**src/rtl/dco_lock_ctrl.sv**
```systemverilog
// DCO tuning controller: steps coarse/fine ring-oscillator codes from
// per-reference-cycle frequency and phase error words, and tracks lock
// progress (UNLOCKED -> COARSE -> FINE -> PHASE) plus a braking mode
// that uses large coarse steps while the frequency error is big.
//
// Ports:
//   refclk, resetn           reference clock / async active-low reset
//   freq_err(_valid)         signed measured-minus-target edge count
//   phase_err(_valid)        signed phase error, positive = DCO leading
//   coarse_code, fine_code   registered DCO codes
//   lock_state, brake_state  registered controller states
//   locked                   high iff lock_state == PHASE_LOCKED

package dco_lock_pkg;
    typedef enum logic [1:0] {
        UNLOCKED,
        COARSE_FREQ_LOCKED,
        FINE_FREQ_LOCKED,
        PHASE_LOCKED
    } lock_state_t;

    typedef enum logic [1:0] {
        BRAKES_OFF,
        BRAKING,
        RECOVERING
    } brake_state_t;
endpackage

module dco_lock_ctrl
    import dco_lock_pkg::*;
#(
    parameter int COARSE_W   = 6,
    parameter int FINE_W     = 8,
    parameter int ERR_W      = 10,
    parameter int LOCK_CNT   = 16,
    parameter int COARSE_TOL = 2,
    parameter int FINE_TOL   = 0,
    parameter int PHASE_TOL  = 2,
    parameter int BRAKE_THR  = 32,
    parameter int BRAKE_HOLD = 8,
    parameter int F_PER_C    = 5
) (
    input  logic                refclk,
    input  logic                resetn,
    input  logic [ERR_W-1:0]    freq_err,
    input  logic                freq_err_valid,
    input  logic [ERR_W-1:0]    phase_err,
    input  logic                phase_err_valid,
    output logic [COARSE_W-1:0] coarse_code,
    output logic [FINE_W-1:0]   fine_code,
    output lock_state_t         lock_state,
    output brake_state_t        brake_state,
    output logic                locked
);

    localparam int AW  = ERR_W + 1;
    localparam int LCW = $clog2(LOCK_CNT + 1);
    localparam int HCW = $clog2(BRAKE_HOLD + 1);

    localparam logic [COARSE_W-1:0] COARSE_MID =
        {1'b1, {(COARSE_W-1){1'b0}}};
    localparam logic [COARSE_W-1:0] COARSE_MAX = '1;
    localparam logic [FINE_W-1:0] FINE_MID =
        {1'b1, {(FINE_W-1){1'b0}}};
    localparam logic [FINE_W-1:0] FINE_MAX = '1;
    localparam logic [FINE_W-1:0] F_STEP = FINE_W'(F_PER_C);
    localparam logic [FINE_W-1:0] F_ONE = FINE_W'(1);
    localparam logic [COARSE_W-1:0] C_ONE = COARSE_W'(1);

    localparam logic [AW-1:0] C_TOL = AW'(COARSE_TOL);
    localparam logic [AW-1:0] F_TOL = AW'(FINE_TOL);
    localparam logic [AW-1:0] P_TOL = AW'(PHASE_TOL);
    localparam logic [AW-1:0] P_EXIT = AW'(4 * PHASE_TOL);
    localparam logic [AW-1:0] B_THR = AW'(BRAKE_THR);

    localparam logic [LCW-1:0] LCNT_LAST = LCW'(LOCK_CNT - 1);
    localparam logic [LCW-1:0] LCNT_MAX = LCW'(LOCK_CNT);
    localparam logic [LCW-1:0] LCNT_ONE = LCW'(1);
    localparam logic [HCW-1:0] HOLD_LAST = HCW'(BRAKE_HOLD - 1);
    localparam logic [HCW-1:0] HCNT_ONE = HCW'(1);

    // One extra bit so that the most negative error has a magnitude.
    function automatic logic [AW-1:0] abs_err(
        input logic [ERR_W-1:0] e
    );
        logic [AW-1:0] x;
        x = {e[ERR_W-1], e};
        return e[ERR_W-1] ? -x : x;
    endfunction

    function automatic logic [COARSE_W-1:0] coarse_move(
        input logic [COARSE_W-1:0] c,
        input logic                up,
        input logic                big
    );
        logic [COARSE_W:0] step;
        logic [COARSE_W:0] sum;
        step = big ? (COARSE_W+1)'(4) : (COARSE_W+1)'(1);
        sum  = {1'b0, c} + step;
        if (up) begin
            return (sum > {1'b0, COARSE_MAX}) ? COARSE_MAX
                                              : sum[COARSE_W-1:0];
        end
        return ({1'b0, c} < step) ? '0 : c - step[COARSE_W-1:0];
    endfunction

    // Fine step of one; at a fine rail, borrow/carry into coarse and
    // move fine back toward mid by the coarse/fine step ratio.
    function automatic logic [COARSE_W+FINE_W-1:0] fine_move(
        input logic [COARSE_W-1:0] c,
        input logic [FINE_W-1:0]   f,
        input logic                up
    );
        logic [COARSE_W-1:0] cn;
        logic [FINE_W-1:0]   fn;
        cn = c;
        fn = f;
        if (up) begin
            if (f != FINE_MAX) begin
                fn = f + F_ONE;
            end else if (c != COARSE_MAX) begin
                cn = c + C_ONE;
                fn = f - F_STEP;
            end
        end else begin
            if (f != '0) begin
                fn = f - F_ONE;
            end else if (c != '0) begin
                cn = c - C_ONE;
                fn = f + F_STEP;
            end
        end
        return {cn, fn};
    endfunction

    lock_state_t         state_q, state_d;
    brake_state_t        brake_q, brake_d;
    logic [COARSE_W-1:0] coarse_q, coarse_d;
    logic [FINE_W-1:0]   fine_q, fine_d;
    logic [LCW-1:0]      lcnt_q, lcnt_d;
    logic [HCW-1:0]      hcnt_q, hcnt_d;
    // Sign of previous freq sample: bit1 negative, bit0 positive.
    logic [1:0]          psgn_q, psgn_d;

    logic [AW-1:0] f_abs;
    logic [AW-1:0] p_abs;
    logic          f_neg;
    logic          f_pos;
    logic          p_neg;
    logic          f_flip;
    logic          exited;

    assign f_abs  = abs_err(freq_err);
    assign p_abs  = abs_err(phase_err);
    assign f_neg  = freq_err[ERR_W-1];
    assign f_pos  = !f_neg && (freq_err != '0);
    assign p_neg  = phase_err[ERR_W-1];
    assign f_flip = (f_neg && psgn_q[0]) || (f_pos && psgn_q[1]);

    always_comb begin
        state_d  = state_q;
        brake_d  = brake_q;
        coarse_d = coarse_q;
        fine_d   = fine_q;
        lcnt_d   = lcnt_q;
        hcnt_d   = hcnt_q;
        psgn_d   = psgn_q;
        exited   = 1'b0;

        if (freq_err_valid) begin
            psgn_d = {f_neg, f_pos};
            unique case (state_q)
                UNLOCKED: begin
                    unique case (brake_q)
                        BRAKES_OFF: begin
                            if (f_abs > B_THR) begin
                                brake_d = BRAKING;
                            end
                        end
                        BRAKING: begin
                            if (f_abs <= B_THR || f_flip) begin
                                brake_d = RECOVERING;
                                hcnt_d  = '0;
                            end
                        end
                        RECOVERING: begin
                            if (f_abs > B_THR) begin
                                brake_d = BRAKING;
                                hcnt_d  = '0;
                            end else if (hcnt_q == HOLD_LAST) begin
                                brake_d = BRAKES_OFF;
                                hcnt_d  = '0;
                            end else begin
                                hcnt_d = hcnt_q + HCNT_ONE;
                            end
                        end
                        default: begin
                            brake_d = BRAKES_OFF;
                            hcnt_d  = '0;
                        end
                    endcase

                    // Step size follows the brake mode this sample
                    // lands in, so the engaging sample already steps 4.
                    if (f_abs > C_TOL) begin
                        coarse_d = coarse_move(coarse_q, f_neg,
                                               brake_d == BRAKING);
                        lcnt_d = '0;
                    end else if (brake_q != BRAKES_OFF) begin
                        lcnt_d = '0;
                    end else if (lcnt_q == LCNT_LAST) begin
                        state_d = COARSE_FREQ_LOCKED;
                        lcnt_d  = '0;
                    end else begin
                        lcnt_d = lcnt_q + LCNT_ONE;
                    end
                end
                default: begin
                    if (f_abs > C_TOL) begin
                        state_d = UNLOCKED;
                        lcnt_d  = '0;
                    end else if (state_q == COARSE_FREQ_LOCKED) begin
                        if (f_abs > F_TOL) begin
                            {coarse_d, fine_d} =
                                fine_move(coarse_q, fine_q, f_neg);
                            lcnt_d = '0;
                        end else if (lcnt_q == LCNT_LAST) begin
                            state_d = FINE_FREQ_LOCKED;
                            lcnt_d  = '0;
                        end else begin
                            lcnt_d = lcnt_q + LCNT_ONE;
                        end
                    end
                end
            endcase
            exited = (state_d != state_q);
        end

        // Phase sample applies after the freq step, unless the freq
        // sample moved the lock state this cycle.
        if (phase_err_valid && !exited) begin
            unique case (state_q)
                FINE_FREQ_LOCKED: begin
                    if (p_abs > P_TOL) begin
                        {coarse_d, fine_d} =
                            fine_move(coarse_d, fine_d, p_neg);
                        lcnt_d = '0;
                    end else if (lcnt_q == LCNT_LAST) begin
                        state_d = PHASE_LOCKED;
                        lcnt_d  = '0;
                    end else begin
                        lcnt_d = lcnt_q + LCNT_ONE;
                    end
                end
                PHASE_LOCKED: begin
                    if (p_abs > P_TOL) begin
                        {coarse_d, fine_d} =
                            fine_move(coarse_d, fine_d, p_neg);
                        lcnt_d = '0;
                        if (p_abs > P_EXIT) begin
                            state_d = FINE_FREQ_LOCKED;
                        end
                    end else if (lcnt_q != LCNT_MAX) begin
                        lcnt_d = lcnt_q + LCNT_ONE;
                    end
                end
                default: begin
                end
            endcase
        end

        if (state_d != UNLOCKED) begin
            brake_d = BRAKES_OFF;
            hcnt_d  = '0;
        end
    end

    always_ff @(posedge refclk or negedge resetn) begin
        if (!resetn) begin
            state_q  <= UNLOCKED;
            brake_q  <= BRAKES_OFF;
            coarse_q <= COARSE_MID;
            fine_q   <= FINE_MID;
            lcnt_q   <= '0;
            hcnt_q   <= '0;
            psgn_q   <= '0;
        end else begin
            state_q  <= state_d;
            brake_q  <= brake_d;
            coarse_q <= coarse_d;
            fine_q   <= fine_d;
            lcnt_q   <= lcnt_d;
            hcnt_q   <= hcnt_d;
            psgn_q   <= psgn_d;
        end
    end

    assign coarse_code = coarse_q;
    assign fine_code   = fine_q;
    assign lock_state  = state_q;
    assign brake_state = brake_q;
    assign locked      = (state_q == PHASE_LOCKED);

endmodule
```
**config.mk**
```make
export PLATFORM = sky130hd
export DESIGN_NAME = dco_lock_ctrl
export DESIGN_NICKNAME = d
export VERILOG_FILES = /design/src/rtl/dco_lock_ctrl.sv
export SDC_FILE = /design/constraint.sdc
export NUM_CORES = 1
export LEC_CHECK = 0
export BUFFER_PORTS_ARGS = -buffer_cell sky130_fd_sc_hd__buf_2
export CORE_MARGIN = 5
export CORE_UTILIZATION = 50
export CTS_CLUSTER_DIAMETER = 150
export DETAILED_ROUTE_END_ITERATION = 8
export GPL_TIMING_DRIVEN = 0
export HOLD_SLACK_MARGIN = 0.08
export PLACE_DENSITY = 0.72
export SETUP_SLACK_MARGIN = 0.15
export SLEW_MARGIN = 30
export SYNTH_ARGS = -nofsm -noshare
export SYNTH_HDL_FRONTEND = slang
export SYNTH_SLANG_ARGS = --single-unit
export TNS_END_PERCENT = 30
```
**constraint.sdc**
```tcl
create_clock -name refclk -period 4.1 [get_ports refclk]
set_input_delay 0.615 -clock refclk [delete_from_list [all_inputs] [get_ports refclk]]
set_output_delay 0.615 -clock refclk [all_outputs]
set_load 0.05 [all_outputs]
```
==> out/qor.yml, run 1 <==
run_status: "complete, but fails checks"
violations: "negative setup slack"
fmax_ghz: 0.207
synth_common_cells: "nor2_1, nand2_1, a21oi_1"
track_usage_pct: 27.0
grt.overflow.total: 0
synthAdderAreaFrac_pct: 5.95
switching_share_pct: 46.4
r2r_cells: 14
initial_utilization_pct: 50.8
relSlewSlack_pct: 42.0
postRouteAntennaNets: 0
hold_viol_final: 0
timing.critical_path.buf_inv: 6
area_delta_synth_final_pct: 28.3
r2r_slack_ns: -0.51
cts_root_buf: "clkbuf_8"
arrival_ns: 4.98
max_cap_violations: 0
viasPerCell: 6.67
cts_buffers: 5
fp-row-count: 35
synth_cell_types: 98
synthArstFlopShare_pct: 100
synthFlopType: "dfrtp_1"
synth_compound_area_share_pct: 31.8
dr_total_vias: 5496
timing.rr.start: "fine_code[1]"
p_switching_w: 0.000887
grt_max_degree: 30
dp_worst_setup_slack_ns: -1.77
end_kind: "register"
power_frac_seq_pct: 19.1
syn_inst: 627
critPathMaxFanout: 4
fin_nets: 758
num_antenna_cells: 0
whs_ns: 0.370
cts_tree: "done"
htreeDepth: 2
cp_top_family: "compound AO/OA/AOI/OAI gates"
die_area_um2: 11300
ctsHoldBuffers: 0
grt_pass1_vias: 5134
worstPathRequired_ns: 4.24
antenna_found_initial: 0
yosysTopAreaCellShare_pct: 14.6
ir_drop_v: 0.000247
post-route-period-util_pct: 118
netlist_area_um2: 4630
ys_warn_count: 0
tns_ns: -7.20
synth_top_family_by_area: "compound AO/OA/AOI/OAI gates"
synth.net_count: 673
drt_wl_total_um: 15700
holdCritPathClass: "in -> async"
port_buffers: 40
slowest_stage: "or4_4"
worst_slew_pin_slew_ns: 0.864
cp_common_cell: "ha_4"
die_w_um: 106
cpPeakStageDelay_ns: 0.50
skew_ns: 0.00746
drive_gt1_share_pct: 29.6
combPwrFrac_pct: 64.3
worst-setup-path-type: "in -> reg"
internal_power_w: 0.00103
chipHeight_um: 106
synth_most_common_cell: "nor2_1"
synth_area_per_cell_um2: 7.38
place.gp.congestion: 0.963
synthXorXnorAreaFrac_pct: 3.19
detailed_place_hpwl_um: 11300
grt_first_pass_wirelength_um: 25300
synth_edf_count: 0
drt_first_pass_iters: 5
synthMuxAreaShare_pct: 5.22
power.density_nw_per_um2: 322
synth_seq_cells: 29
leakage_nw: 2.46
drt-wirelength-per-cell_um: 19.0
coreArea_um2: 9110
yosys-top-cells-area: "dfrtp_1, ha_1, nor2_1, nand2_1, a21oi_1"
clk_path_buf_depth: 2
synth_area_leader_cell: "dfrtp_1"
crit_cells: 27
rsz0062_at_grt: "true"
setup_ws_ns: -0.735
clk_pin_slew_ns: 0.07
worstSetupStartpointType: "input pin"
clkSinkCount: 29
clock_latency_ns: 0.29
boundaryPins: 43
clkPwrFrac_pct: 16.5
setup_viol: 13
crit_start: "freq_err[0]"
drtIter0Drc: 453
fin_crit_ns: 4.83
ys_seq_area_share_pct: 15.7
synth-simple-area-share_pct: 31.5
drcViolationCount: 0
maxSlewViolCount: 0
==> cells in the final DEF, fill, tap and decap left out, types with 6 or more instances in the layout <==
cell type  instances
a21oi_1           34
o21ai_0           29
nor2b_1            6
ha_4               8
mux2_2             7
clkbuf_1          18
o31ai_1           12
and3_1             7
mux2i_1           13
nor3_1            17
inv_2              6
nor4_1             8
dfrtp_1           27
xnor2_1           11
a31oi_1            8
nor2_1            59
buf_2             42
buf_6              6
clkbuf_8           6
ha_1              13
o21ai_1            6
inv_1             30
or3_1             10
nand2_1           54
a21oi_2            6
nand4_1           10
nand3_1           28
buf_4             37
==> layout make-up <==
cell class	count	area (um2)
buffer	36	220
clock buffer	7	86.3
clock inverter	1	30.0
fill	803	3170
inverter	38	146
multi-input combinational	524	4050
sequential	29	728
tap	111	139
timing repair buffer	78	533
==> layer usage <==
metal,share of wire (%),track usage (%)
met1,42,36.8
met2,47,44.0
met3,8.4,3.76
met4,2.6,8.79
met5,0,0
==> sequential cells by signal (all words and copies together), names as in the netlist <==
signal / flops
hcnt_q: 4
psgn_q: 2
lock_state: 2
fine_code: 8
coarse_code: 6
lcnt_q: 5
brake_state: 2
==> power groups by stage <==
stage	logic, W	clock network, W	registers, W
after floorplan	0.000620	0	0.000430
after detailed placement	0.000903	0	0.000364
after CTS	0.00107	0.000320	0.000359
after global routing	0.00132	0.000333	0.000367
after global placement	0.000885	0	0.000363
final	0.00123	0.000317	0.000366
==> final timing paths <==
path,to
setup / recovery,coarse_code[4]
hold / removal,lcnt_q[2]
setup reg to reg,coarse_code[4]
hold reg to reg,lcnt_q[3]
max in group asynchronous,fine_code[2]
min in group refclk,lcnt_q[3]
==> through the flow <==
step,area [um2],total power (W),util [%],cells
6_report,5930,0.00191,65.2,824
5_1_grt,5930,0.00203,65.2,824
4_1_cts,5680,0.00175,62.3,811
3_5_place_dp,5090,0.00127,55.9,778
3_3_place_gp,5090,0.00125,55.9,778
2_1_floorplan,4750,0.00105,-,627
==> what timing repair did <==
item | CTS | global route
buffers inserted | 25 | 13
gates resized for setup | 62 | 34
endpoints found under the setup margin | 19 | 21
pin swaps | 32 | 32
==> logic make-up after synthesis <==
kind of cell,Yosys count
multiplexers,22
buffers and inverters,74
AND/OR/NAND/NOR,267
flip-flops,29
AO/OA/AOI/OAI,197
XOR/XNOR,16
adder cells (fa/ha/maj),22
Power figures use the tool's default switching activity.
==> run 2, diff against run 1 <==
- ABC_AREA: default -> 1
- CELL_PAD_IN_SITES_DETAIL_PLACEMENT: default -> 1
- CELL_PAD_IN_SITES_GLOBAL_PLACEMENT: default -> 2
- CORE_UTILIZATION: 50 -> 29
- PLACE_DENSITY: 0.72 -> default
- PLACE_DENSITY_LB_ADDON: default -> 0.1
==> out/qor.yml, run 2 <==
grt_busiest_layer: "met2"  # unchanged
place_area_um2: 5390  # was 5090 um2
timing.rr.start: "coarse_code[1]"  # was fine_code[1]
setup_viol: 1  # was 13
fillers: 2198  # was 803
cp_common_cell: "nand2_1"  # was ha_4
hold_viol_final: 0  # unchanged
synth_common_cells: "nand2_1, inv_1, nor2_1"  # was nor2_1, nand2_1, a21oi_1
dp_worst_setup_slack_ns: -1.09  # was -1.77 ns
r2r_slack_ns: 0.20  # was -0.51 ns
die_w_um: 139  # was 106 um
grt_first_pass_wirelength_um: 30900  # was 25300 um
leakage_nw: 2.85  # was 2.46 nW
grt_util_met3_pct: 2.03  # was 3.76%
dp.cells: 1084  # was 778
grt_pass1_vias: 6055  # was 5134
cts_tree: "done"  # unchanged
track_usage_pct: 19.2  # was 27.0%
boundaryPins: 43  # unchanged
skew_ns: 0.0140  # was 0.00746 ns
power.density_nw_per_um2: 390  # was 322 nW/um2
synth_seq_cells: 29  # unchanged
clkSinkCount: 29  # unchanged
syn_inst: 825  # was 627
fin_crit_ns: 4.11  # was 4.83 ns
arrival_ns: 4.33  # was 4.98 ns
final_cells: 1124  # was 824
final_cell_area_um2: 6050  # was 5930 um2
slowest_stage: "o31ai_4"  # was or4_4
synthMuxAreaShare_pct: 0  # was 5.22%
num_antenna_cells: 0  # unchanged
port_buffers: 39  # was 40
synth_area_per_cell_um2: 5.82  # was 7.38 um2
cts_root_buf: "clkbuf_16"  # was clkbuf_8
drt_first_pass_iters: 4  # was 5
p_total_w: 0.00236  # was 0.00191 W
synthFlopType: "dfrtp_1"  # unchanged
timing.rr.end: "coarse_code[2]"  # was coarse_code[4]
synth_cell_types: 48  # was 98
max_cap_violations: 0  # unchanged
fmax_ghz: 0.243  # was 0.207 GHz
viasPerCell: 5.08  # was 6.67
drt-wirelength-per-cell_um: 16.5  # was 19.0 um
rsz0062_at_grt: "true"  # unchanged
fin_util_pct: 36.9  # was 65.2%
drcViolationCount: 0  # unchanged
synthArstFlopShare_pct: 100  # unchanged
ys_seq_area_share_pct: 15.2  # was 15.7%
drt_wl_total_um: 18500  # was 15700 um
coreArea_um2: 16400  # was 9110 um2
drtIter0Drc: 178  # was 453
antenna_found_initial: 0  # unchanged
dr_total_vias: 5707  # was 5496
setup_ws_ns: -0.00875  # was -0.735 ns
layout_commonest_cell: "nand2_1"  # was nor2_1
r2r_cells: 18  # was 14
synth_area_leader_cell: "nand2_1"  # was dfrtp_1
drive_gt1_share_pct: 24.3  # was 29.6%
netlist_area_um2: 4800  # was 4630 um2
synth.net_count: 871  # was 673
yosys-top-cells-area: "nand2_1, dfrtp_1, nand3_1, inv_1, nor2_1"  # was dfrtp_1, ha_1, nor2_1, nand2_1, a21oi_1
synth-simple-area-share_pct: 46.9  # was 31.5%
detailed_place_hpwl_um: 14700  # was 11300 um
yosysTopAreaCellShare_pct: 17.0  # was 14.6%
synthXorXnorAreaFrac_pct: 4.17  # was 3.19%
synth_most_common_cell: "nand2_1"  # was nor2_1
layout_common_cells: "nand2_1, inv_1, nor2_1, nand3_1, o21ai_0"  # was nor2_1, nand2_1, buf_2
critPathMaxFanout: 5  # was 4
initial_utilization_pct: 29.3  # was 50.8%
violations: "negative setup slack"  # unchanged
maxSlewViolCount: 0  # unchanged
worst-setup-path-type: "in -> reg"  # unchanged
run_status: "complete, but fails checks"  # unchanged
clk_path_buf_depth: 2  # unchanged
end_kind: "register"  # unchanged
synthAdderAreaFrac_pct: 5.74  # was 5.95%
grt_max_degree: 30  # unchanged
met2_usage_pct: 34.4  # was 44.0%
ir_drop_v: 0.000169  # was 0.000247 V
fp-row-count: 47  # was 35
worst_slew_pin_slew_ns: 0.775  # was 0.864 ns
chipHeight_um: 139  # was 106 um
post-route-period-util_pct: 100  # was 118%
ctsHoldBuffers: 0  # unchanged
grt.overflow.total: 0  # unchanged
area_delta_synth_final_pct: 26.1  # was 28.3%
synth_edf_count: 0  # unchanged
synth_top_family_by_area: "simple AND/OR/NAND/NOR gates"  # was compound AO/OA/AOI/OAI gates
clk_pin_slew_ns: 0.06  # was 0.07 ns
ys_warn_count: 0  # unchanged
synth_compound_area_share_pct: 17.0  # was 31.8%
holdCritPathClass: "in -> async"  # unchanged
clock_latency_ns: 0.30  # was 0.29 ns
worstPathRequired_ns: 4.32  # was 4.24 ns
place.gp.congestion: 0.832  # was 0.963
met1_usage_pct: 24.8  # was 36.8%
die_area_um2: 19200  # was 11300 um2
postRouteAntennaNets: 0  # unchanged
worstSetupStartpointType: "input pin"  # unchanged
cts_buffers: 5  # unchanged
largest_register_ffs: 8  # unchanged
relSlewSlack_pct: 48.3  # was 42.0%
cpPeakStageDelay_ns: 0.27  # was 0.50 ns
fin_nets: 949  # was 758
htreeDepth: 2  # unchanged
## run 2: cell types whose count changed after synthesis, sizes merged, moves of 12 or more
cell / change
clkbuf: -12
inv: +75
mux2i: -14
nand2: +185
nand3: +64
nor2: +51
o21ai: +38
or3: -12
xor2: +14
## run 2: timing repair
| item | 4_1_cts | 5_1_grt |
|---|---|---|
| cloned | 0 | 0 |
| setup buffers | 22 | 10 |
| setup endpoints to repair | 11 | 14 |
| resized for setup | 37 | 29 |
| pin swaps | 33 | 23 |
## run 2: report_power, final
group	switching (W)	internal [W]	total, W	leakage (nW)
registers	0.0000750	0.000333	0.000408	0.360
logic	0.000974	0.000519	0.00149	2.41
clock network	0.000153	0.000303	0.000456	0.0831
## run 2: critical path: cells and delay by family
kind / cells / cell delay (ns)
AND/OR/NAND/NOR: 16 / 1.54
AO/OA/AOI/OAI: 8 / 1.12
adder cells (fa/ha/maj): 3 / 0.61
buffers and inverters: 5 / 0.44
## run 2: kinds of logic after synthesis
logic type	Yosys count
fa+ha+maj	22
flops	29
xor+xnor	22
simple gates	477
compound gates	143
buf+inv	132
## run 2: metrics by stage
step | setup TNS [ns] | hold slack, ns
floorplan | 0 | 0.319
global placement | -10.74 | 0.468
detailed placement | -10.76 | 0.475
CTS | -0.0887 | 0.422
global route | -2.63 | 0.451
finish | -0.00875 | 0.392
## run 2: worst max path at each step
stage	start	to	slack, ns	depth (start not counted)
2_1_floorplan	freq_err[0]	fine_code[2]	0.15	34
3_3_place_gp	freq_err[9]	coarse_code[3]	-1.10	30
3_5_place_dp	freq_err[9]	coarse_code[3]	-1.09	30
4_1_cts	freq_err[0]	fine_code[1]	-0.03	31
5_1_grt	freq_err[1]	coarse_code[2]	-0.27	32
6_report	freq_err[1]	coarse_code[2]	-0.009	32
## run 2: final cells by class
class | instances | area [um2] | area share [%]
Inverter | 113 | 449 | 7.42
Timing Repair Buffer | 71 | 455 | 7.53
Buffer | 19 | 106 | 1.76
Clock inverter | 2 | 37.5 | 0.620
Tap cell | 220 | 275 | 4.55
Multi-Input combinational cell | 664 | 3860 | 63.8
Sequential cell | 29 | 728 | 12.0
Clock buffer | 6 | 139 | 2.30
## run 2: routing by layer
layer  up-vias  wire length [um]
met5         -                 0
li1       2860                 -
met4         0               342
met1      2744              8530
met2        79              9230
met3        24               430
